==> src/rtl/div_unit.sv <==
// Sequential signed restoring divider, one quotient bit per clock.
// Returns quotient, remainder and an exception flag with a ready pulse.
module div_unit #(
    parameter int DATA_WIDTH = 32
) (
    input  logic                  clock,
    input  logic                  reset,
    input  logic [DATA_WIDTH-1:0] data_operandA,
    input  logic [DATA_WIDTH-1:0] data_operandB,
    input  logic                  ctrl_DIV,
    output logic [DATA_WIDTH-1:0] data_result,
    output logic [DATA_WIDTH-1:0] data_remainder,
    output logic                  data_exception,
    output logic                  data_resultRDY,
    output logic                  busy
);

    localparam int W  = DATA_WIDTH;
    localparam int CW = $clog2(W + 1);

    localparam logic [W-1:0]  MIN_NEG = {1'b1, {(W-1){1'b0}}};
    localparam logic [CW-1:0] LAST    = CW'(W);

    typedef enum logic [1:0] {
        IDLE,
        CALC,
        DONE
    } state_e;

    state_e        state_q, state_d;
    logic [CW-1:0] cnt_q, cnt_d;
    logic [W-1:0]  quo_q, quo_d;
    logic [W-1:0]  rem_q, rem_d;
    logic [W-1:0]  dvs_q, dvs_d;
    logic          sgnq_q, sgnq_d;
    logic          sgnr_q, sgnr_d;
    logic          exc_q, exc_d;
    logic [W-1:0]  res_q, res_d;
    logic [W-1:0]  remo_q, remo_d;

    logic          a_neg;
    logic          b_neg;
    logic [W-1:0]  abs_a;
    logic [W-1:0]  abs_b;
    logic          div_zero;
    logic          ovf;
    logic [W-1:0]  rem_sh;
    logic [W:0]    diff;

    assign a_neg    = data_operandA[W-1];
    assign b_neg    = data_operandB[W-1];
    assign abs_a    = a_neg ? -data_operandA : data_operandA;
    assign abs_b    = b_neg ? -data_operandB : data_operandB;
    assign div_zero = (data_operandB == '0);
    assign ovf      = (data_operandA == MIN_NEG) && (data_operandB == '1);

    // rem < |B| <= 2^(W-1), so the shifted remainder always fits in W bits
    assign rem_sh = {rem_q[W-2:0], quo_q[W-1]};
    assign diff   = {1'b0, rem_sh} - {1'b0, dvs_q};

    always_comb begin
        state_d = state_q;
        cnt_d   = cnt_q;
        quo_d   = quo_q;
        rem_d   = rem_q;
        dvs_d   = dvs_q;
        sgnq_d  = sgnq_q;
        sgnr_d  = sgnr_q;
        exc_d   = exc_q;
        res_d   = res_q;
        remo_d  = remo_q;
        unique case (state_q)
            IDLE: begin
                if (ctrl_DIV) begin
                    rem_d   = '0;
                    exc_d   = div_zero | ovf;
                    state_d = CALC;
                    if (div_zero || ovf) begin
                        // Skip the iterations; the fix-up edge publishes these
                        quo_d  = ovf ? MIN_NEG : '0;
                        sgnq_d = 1'b0;
                        sgnr_d = 1'b0;
                        cnt_d  = LAST;
                    end else begin
                        quo_d  = abs_a;
                        dvs_d  = abs_b;
                        sgnq_d = a_neg ^ b_neg;
                        sgnr_d = a_neg;
                        cnt_d  = '0;
                    end
                end
            end
            CALC: begin
                if (cnt_q == LAST) begin
                    res_d   = sgnq_q ? -quo_q : quo_q;
                    remo_d  = sgnr_q ? -rem_q : rem_q;
                    state_d = DONE;
                end else begin
                    quo_d = {quo_q[W-2:0], ~diff[W]};
                    rem_d = diff[W] ? rem_sh : diff[W-1:0];
                    cnt_d = cnt_q + 1'b1;
                end
            end
            DONE: begin
                state_d = IDLE;
            end
            default: begin
                state_d = IDLE;
            end
        endcase
    end

    always_ff @(posedge clock) begin
        if (reset) begin
            state_q <= IDLE;
            cnt_q   <= '0;
            quo_q   <= '0;
            rem_q   <= '0;
            dvs_q   <= '0;
            sgnq_q  <= 1'b0;
            sgnr_q  <= 1'b0;
            exc_q   <= 1'b0;
            res_q   <= '0;
            remo_q  <= '0;
        end else begin
            state_q <= state_d;
            cnt_q   <= cnt_d;
            quo_q   <= quo_d;
            rem_q   <= rem_d;
            dvs_q   <= dvs_d;
            sgnq_q  <= sgnq_d;
            sgnr_q  <= sgnr_d;
            exc_q   <= exc_d;
            res_q   <= res_d;
            remo_q  <= remo_d;
        end
    end

    assign data_result    = res_q;
    assign data_remainder = remo_q;
    assign data_exception = exc_q;
    assign data_resultRDY = (state_q == DONE);
    assign busy           = (state_q != IDLE);

endmodule

==> config.mk <==
export PLATFORM = sky130hd
export DESIGN_NAME = div_unit
export DESIGN_NICKNAME = d
export VERILOG_FILES = /design/src/rtl/div_unit.sv
export SDC_FILE = /design/constraint.sdc
export NUM_CORES = 1
export LEC_CHECK = 0
export BUFFER_PORTS_ARGS = -buffer_cell sky130_fd_sc_hd__clkbuf_2
export CAP_MARGIN = 20
export CORE_AREA = 2 2 158 160
export CTS_CLUSTER_SIZE = 10
export DETAILED_ROUTE_END_ITERATION = 10
export DIE_AREA = 0 0 160 162
export GPL_ROUTABILITY_DRIVEN = 0
export HOLD_SLACK_MARGIN = 0.1
export PLACE_DENSITY = 0.67
export SLEW_MARGIN = 20
export SYNTH_ARGS = -nofsm -noshare
export SYNTH_HDL_FRONTEND = slang
export SYNTH_SLANG_ARGS = --single-unit
==> constraint.sdc <==
create_clock -name clock -period 4.6 [get_ports clock]
set_input_delay 0.46 -clock clock [delete_from_list [all_inputs] [get_ports clock]]
set_output_delay 0.46 -clock clock [all_outputs]
set_load 0.01 [all_outputs]
==> implementation parameters <==
Parameter                              Value

Status
  Status    complete, no violations

Synthesis
  Number of different library cells in the post-synthesis netlist    66
  Count of state elements after synthesis    171
  Fraction of registers with async set or reset after synthesis    0%
  Post-Syn Nets    1,448
  Main flop type after synthesis    dfxtp_1
  Number of synthesized flops with an enable pin    0
  Fraction of the yosys area taken by sequential cells    31.96%
  Post-Syn Instances    1,340
  Yosys warning count    0
  Cell area after technology mapping    0.01071 mm^2
  Synthesized area per cell    7.995 um^2

Cells and area
  Diode count    0
  Filler Cell Count    2,410
  Share of cells above drive strength 1    14.08%
  Fin nets    1,532
  Relative area change from synthesis to final layout    13.68%

Global route
  Total congestion overflow    0
  Initial antenna violation count    0
  Wire length of the first global-routing pass    roughly 47,000 um
  Aggregate global-route resource usage    21.84%
  Vias in the first global route    8,983
  Pin count of the biggest net entering global routing    90

Floorplanning
  Die span in y    162 um
  Top Ports    about 130
  Area of the die    0.02592 mm^2
  Core outline area    0.02411 mm^2
  Number of core rows    57
  X dimension of the die    between 150 and 200 um
  Initial core utilization    44.44%

Detailed routing
  Via count    9,976
  Wire length per cell    around 16 um
  Met2 WL    12,480 um
  Detailed-route vias per instance    5.671
  1st-iter DRT viols    799
  Antenna Violating Nets Remaining    0
  Met3 wire length    1577 um
  Final WL    28,760 um
  Initial DRT Pass Iterations    5
  Wire length on met1    about 14,000 um
  Max layer used    met4
  Remaining design rule violation count    0

Setup path
  Critical Path Start    quo_q[31]$_SDFFE_PP0P_
  Max Fanout on Critical Path    17
  Crit path max-delay cell type    a2111o_1
  Slowest Stage Delay on Critical Path    between 400 and 500 ps
  Ordered list of cells on the worst path    inv_1 -> ha_1 -> fa_1 -> nor2b_1 -> o2111ai_1 -> a2111o_1 -> a21o_1 -> and3_4 -> a2111oi_4 -> or2_1 -> buf_4 -> mux2i_1 -> o21ai_0
  Arrival time of the worst setup path    3780 ps
  Reg-to-reg startpoint    quo_q[31]$_SDFFE_PP0P_
  Worst Path Class, Setup    register to register
  Startpoint kind of the worst setup timing path    register
  Worst path buffer plus inverter count    2
  Critical path endpoint category    register
  Largest delay share family, worst path    compound AO/OA/AOI/OAI gates
  Required time of the critical path    ~4900 ps

Timing
  Pin slew with the least headroom to its limit    1010 ps
  Setup repair after global routing missed its margin    no
  Worst hold slack    368.1 ps
  Max-slew headroom    32.57%
  Summed negative setup slack over all endpoints    0 ps
  Final hold vios    0
  Final-report setup violation count    0
  Timing-limited maximum frequency    285.3 MHz
  Fin crit period    3505 ps
  Clock skew    12.80 ps
  Period utilization    76.19%
  Final Slew Violations    0

Power
  PD cells    324.3 mW/mm^2
  Clk pwr share    between 30% and 40%
  Int Power    around 2.8 mW
  Net switching fraction of the power    29.58%
  Combinational fraction of design power    19.6%
  Switching power    1.168 mW
  VDD IR max    249.5 uV
  Pwr Total    3.950 mW
  Register share of total power    41.9%
  Pleak    roughly 4.7 nW

Clocking
  Max clock buf depth    2
  Root buffer selected by CTS    clkbuf_16
  Quantity of hold-fixing buffers added after cts    0
  Latest clock arrival within the worst-skew pair    between 400 and 500 ps
  Count of H-tree levels built during CTS    4
  Clock edge transition at the registers on the reported setup and hold paths    70 ps
  Number of buffers inserted to repair setup after CTS    0
  Number of sinks driven by the clock tree    171
  CTS buffer count    17
  CTS tree    yes
  Resize count post-CTS    0

Place
  Placed wire-length estimate after detailed placement    21,160 um
  Count of input and output buffers    133

Worst hold path
  Class of the most critical hold timing path    input pin to register
  Startpoint of the tightest hold check path    data_operandA[16]

Job
  Max-cap viol count    0
[kinds of logic (layout without fill, tap and decap cells)]
kind of cell / after synthesis / in the layout / synth area share [%]
and+or+nand+nor: 469 / 469 / 20.56
AOI/OAI and AO/OA: 350 / 350 / 22.66
DFF: 171 / 171 / 31.96
xor gates and xnor gates: 144 / 144 / 11.77
buffers and inverters: 132 / 227 / 5.092
adders and majority gates: 41 / 41 / 4.859
muxes: 33 / 33 / 3.107
[worst register-to-register path, cell delays in order, from the launching register on]
cell       delay (ps)
dfxtp_1           360
inv_1              90
ha_1              220
fa_1              400
nor2b_1           170
o2111ai_1         160
a2111o_1          440
a21o_1            230
and3_4            170
a2111oi_4         340
or2_1             170
buf_4             290
mux2i_1           240
o21ai_0            80
[power by group through the flow]
stage	clock, mW	combinational [mW]	sequential, mW
after floorplan	0	0.558	1.66
after global placement	0	0.756	1.68
after detailed placement	0	0.764	1.68
after CTS	1.54	0.769	1.65
after global routing	1.61	0.862	1.67
final	1.52	0.774	1.65
[cells in the mapped netlist (31+ instances only)]
library cell,n,area share [%]
a211oi_1,91,6.4
nand2_1,147,5.2
o31ai_1,34,2.4
ha_1,40,4.7
nor2_1,144,5.0
a31oi_1,35,2.0
xor2_1,94,7.7
dfxtp_1,171,32
o21ai_0,76,3.6
clkbuf_1,71,2.5
inv_1,51,1.8
nand3_1,55,2.6
xnor2_1,50,4.1
mux2i_1,31,2.9
[layer usage]
layer,up-vias,GRT usage (%)
li1,5021,-
met1,4621,31.99
met2,309,33.69
met3,25,2.860
met4,0,6.102
met5,-,0
[area by class of cell]
| cell class | instances | area (um^2) | share of cell area [%] |
|---|---|---|---|
| Clock inverter | 10 | 167.7 | 1.377 |
| Multi-Input combinational cell | 1037 | 6764 | 55.54 |
| Clock buffer | 20 | 446.7 | 3.668 |
| Sequential cell | 171 | 3425 | 28.12 |
| Inverter | 51 | 191.4 | 1.572 |
| Tap cell | 324 | 405.4 | 3.329 |
| Timing Repair Buffer | 146 | 778.2 | 6.391 |
[final timing paths]
path                            cells past startpoint                     end  slack [ps]
worst max register to register                     13  rem_q[15]$_SDFFE_PP0P_        1100
worst min register to register                      2  quo_q[31]$_SDFFE_PP0P_         480
worst min-delay path                                4  quo_q[16]$_SDFFE_PP0P_         370
worst max-delay path                               13  rem_q[15]$_SDFFE_PP0P_        1100
[registers in the layout (all words and copies together), names as in the netlist]
| register | count |
|---|---|
| data_remainder | 32 |
| quo_q | 32 |
| dvs_q | 32 |
| cnt_q | 6 |
| data_result | 32 |
| rem_q | 32 |
| sgnr_q | 1 |
| sgnq_q | 1 |
| state_q | 2 |
| data_exception | 1 |
[cells in the final DEF (no fill, tap or decap), types with 4 or more instances in the layout]
| cell type | synthesis | routed |
|---|---|---|
| o41ai_1 | 20 | 20 |
| nand3_1 | 55 | 55 |
| o21bai_1 | 5 | 5 |
| clkbuf_16 | 0 | 17 |
| nor4_1 | 7 | 7 |
| inv_1 | 51 | 51 |
| a31oi_1 | 35 | 35 |
| o31ai_1 | 34 | 34 |
| a21o_1 | 22 | 22 |
| a211oi_1 | 91 | 91 |
| nor2b_1 | 8 | 8 |
| or3_1 | 10 | 10 |
| nand4_1 | 17 | 17 |
| bufinv_16 | 0 | 4 |
| nand2b_1 | 9 | 9 |
| and2_1 | 4 | 4 |
| buf_4 | 1 | 13 |
| nor2_1 | 144 | 142 |
| or2_2 | 6 | 6 |
| nor3b_1 | 4 | 4 |
| xnor2_1 | 50 | 50 |
| o21ai_0 | 76 | 76 |
| nor3_1 | 22 | 20 |
| a21oi_1 | 30 | 30 |
| a32oi_1 | 6 | 6 |
| ha_1 | 40 | 40 |
| o211ai_1 | 4 | 4 |
| nand3b_1 | 7 | 7 |
| nand2_1 | 147 | 147 |
| clkbuf_2 | 0 | 132 |
| mux2i_1 | 31 | 31 |
| xor2_1 | 94 | 94 |
| or4_1 | 13 | 13 |
| dfxtp_1 | 171 | 170 |
[through the flow]
stage / util, % / setup slack (ps) / instance area [um^2] / cells
after global placement: 47.97 / 1219 / 11560 / 1729
after global routing: 50.52 / 880.0 / 12180 / 1759
after floorplan: - / 1423 / 10710 / 1340
final: 50.52 / 1095 / 12180 / 1759
after detailed placement: 47.97 / 1142 / 11560 / 1729
after CTS: 50.51 / 1104 / 12180 / 1759
Note: power is estimated with default switching activity, not from simulation.
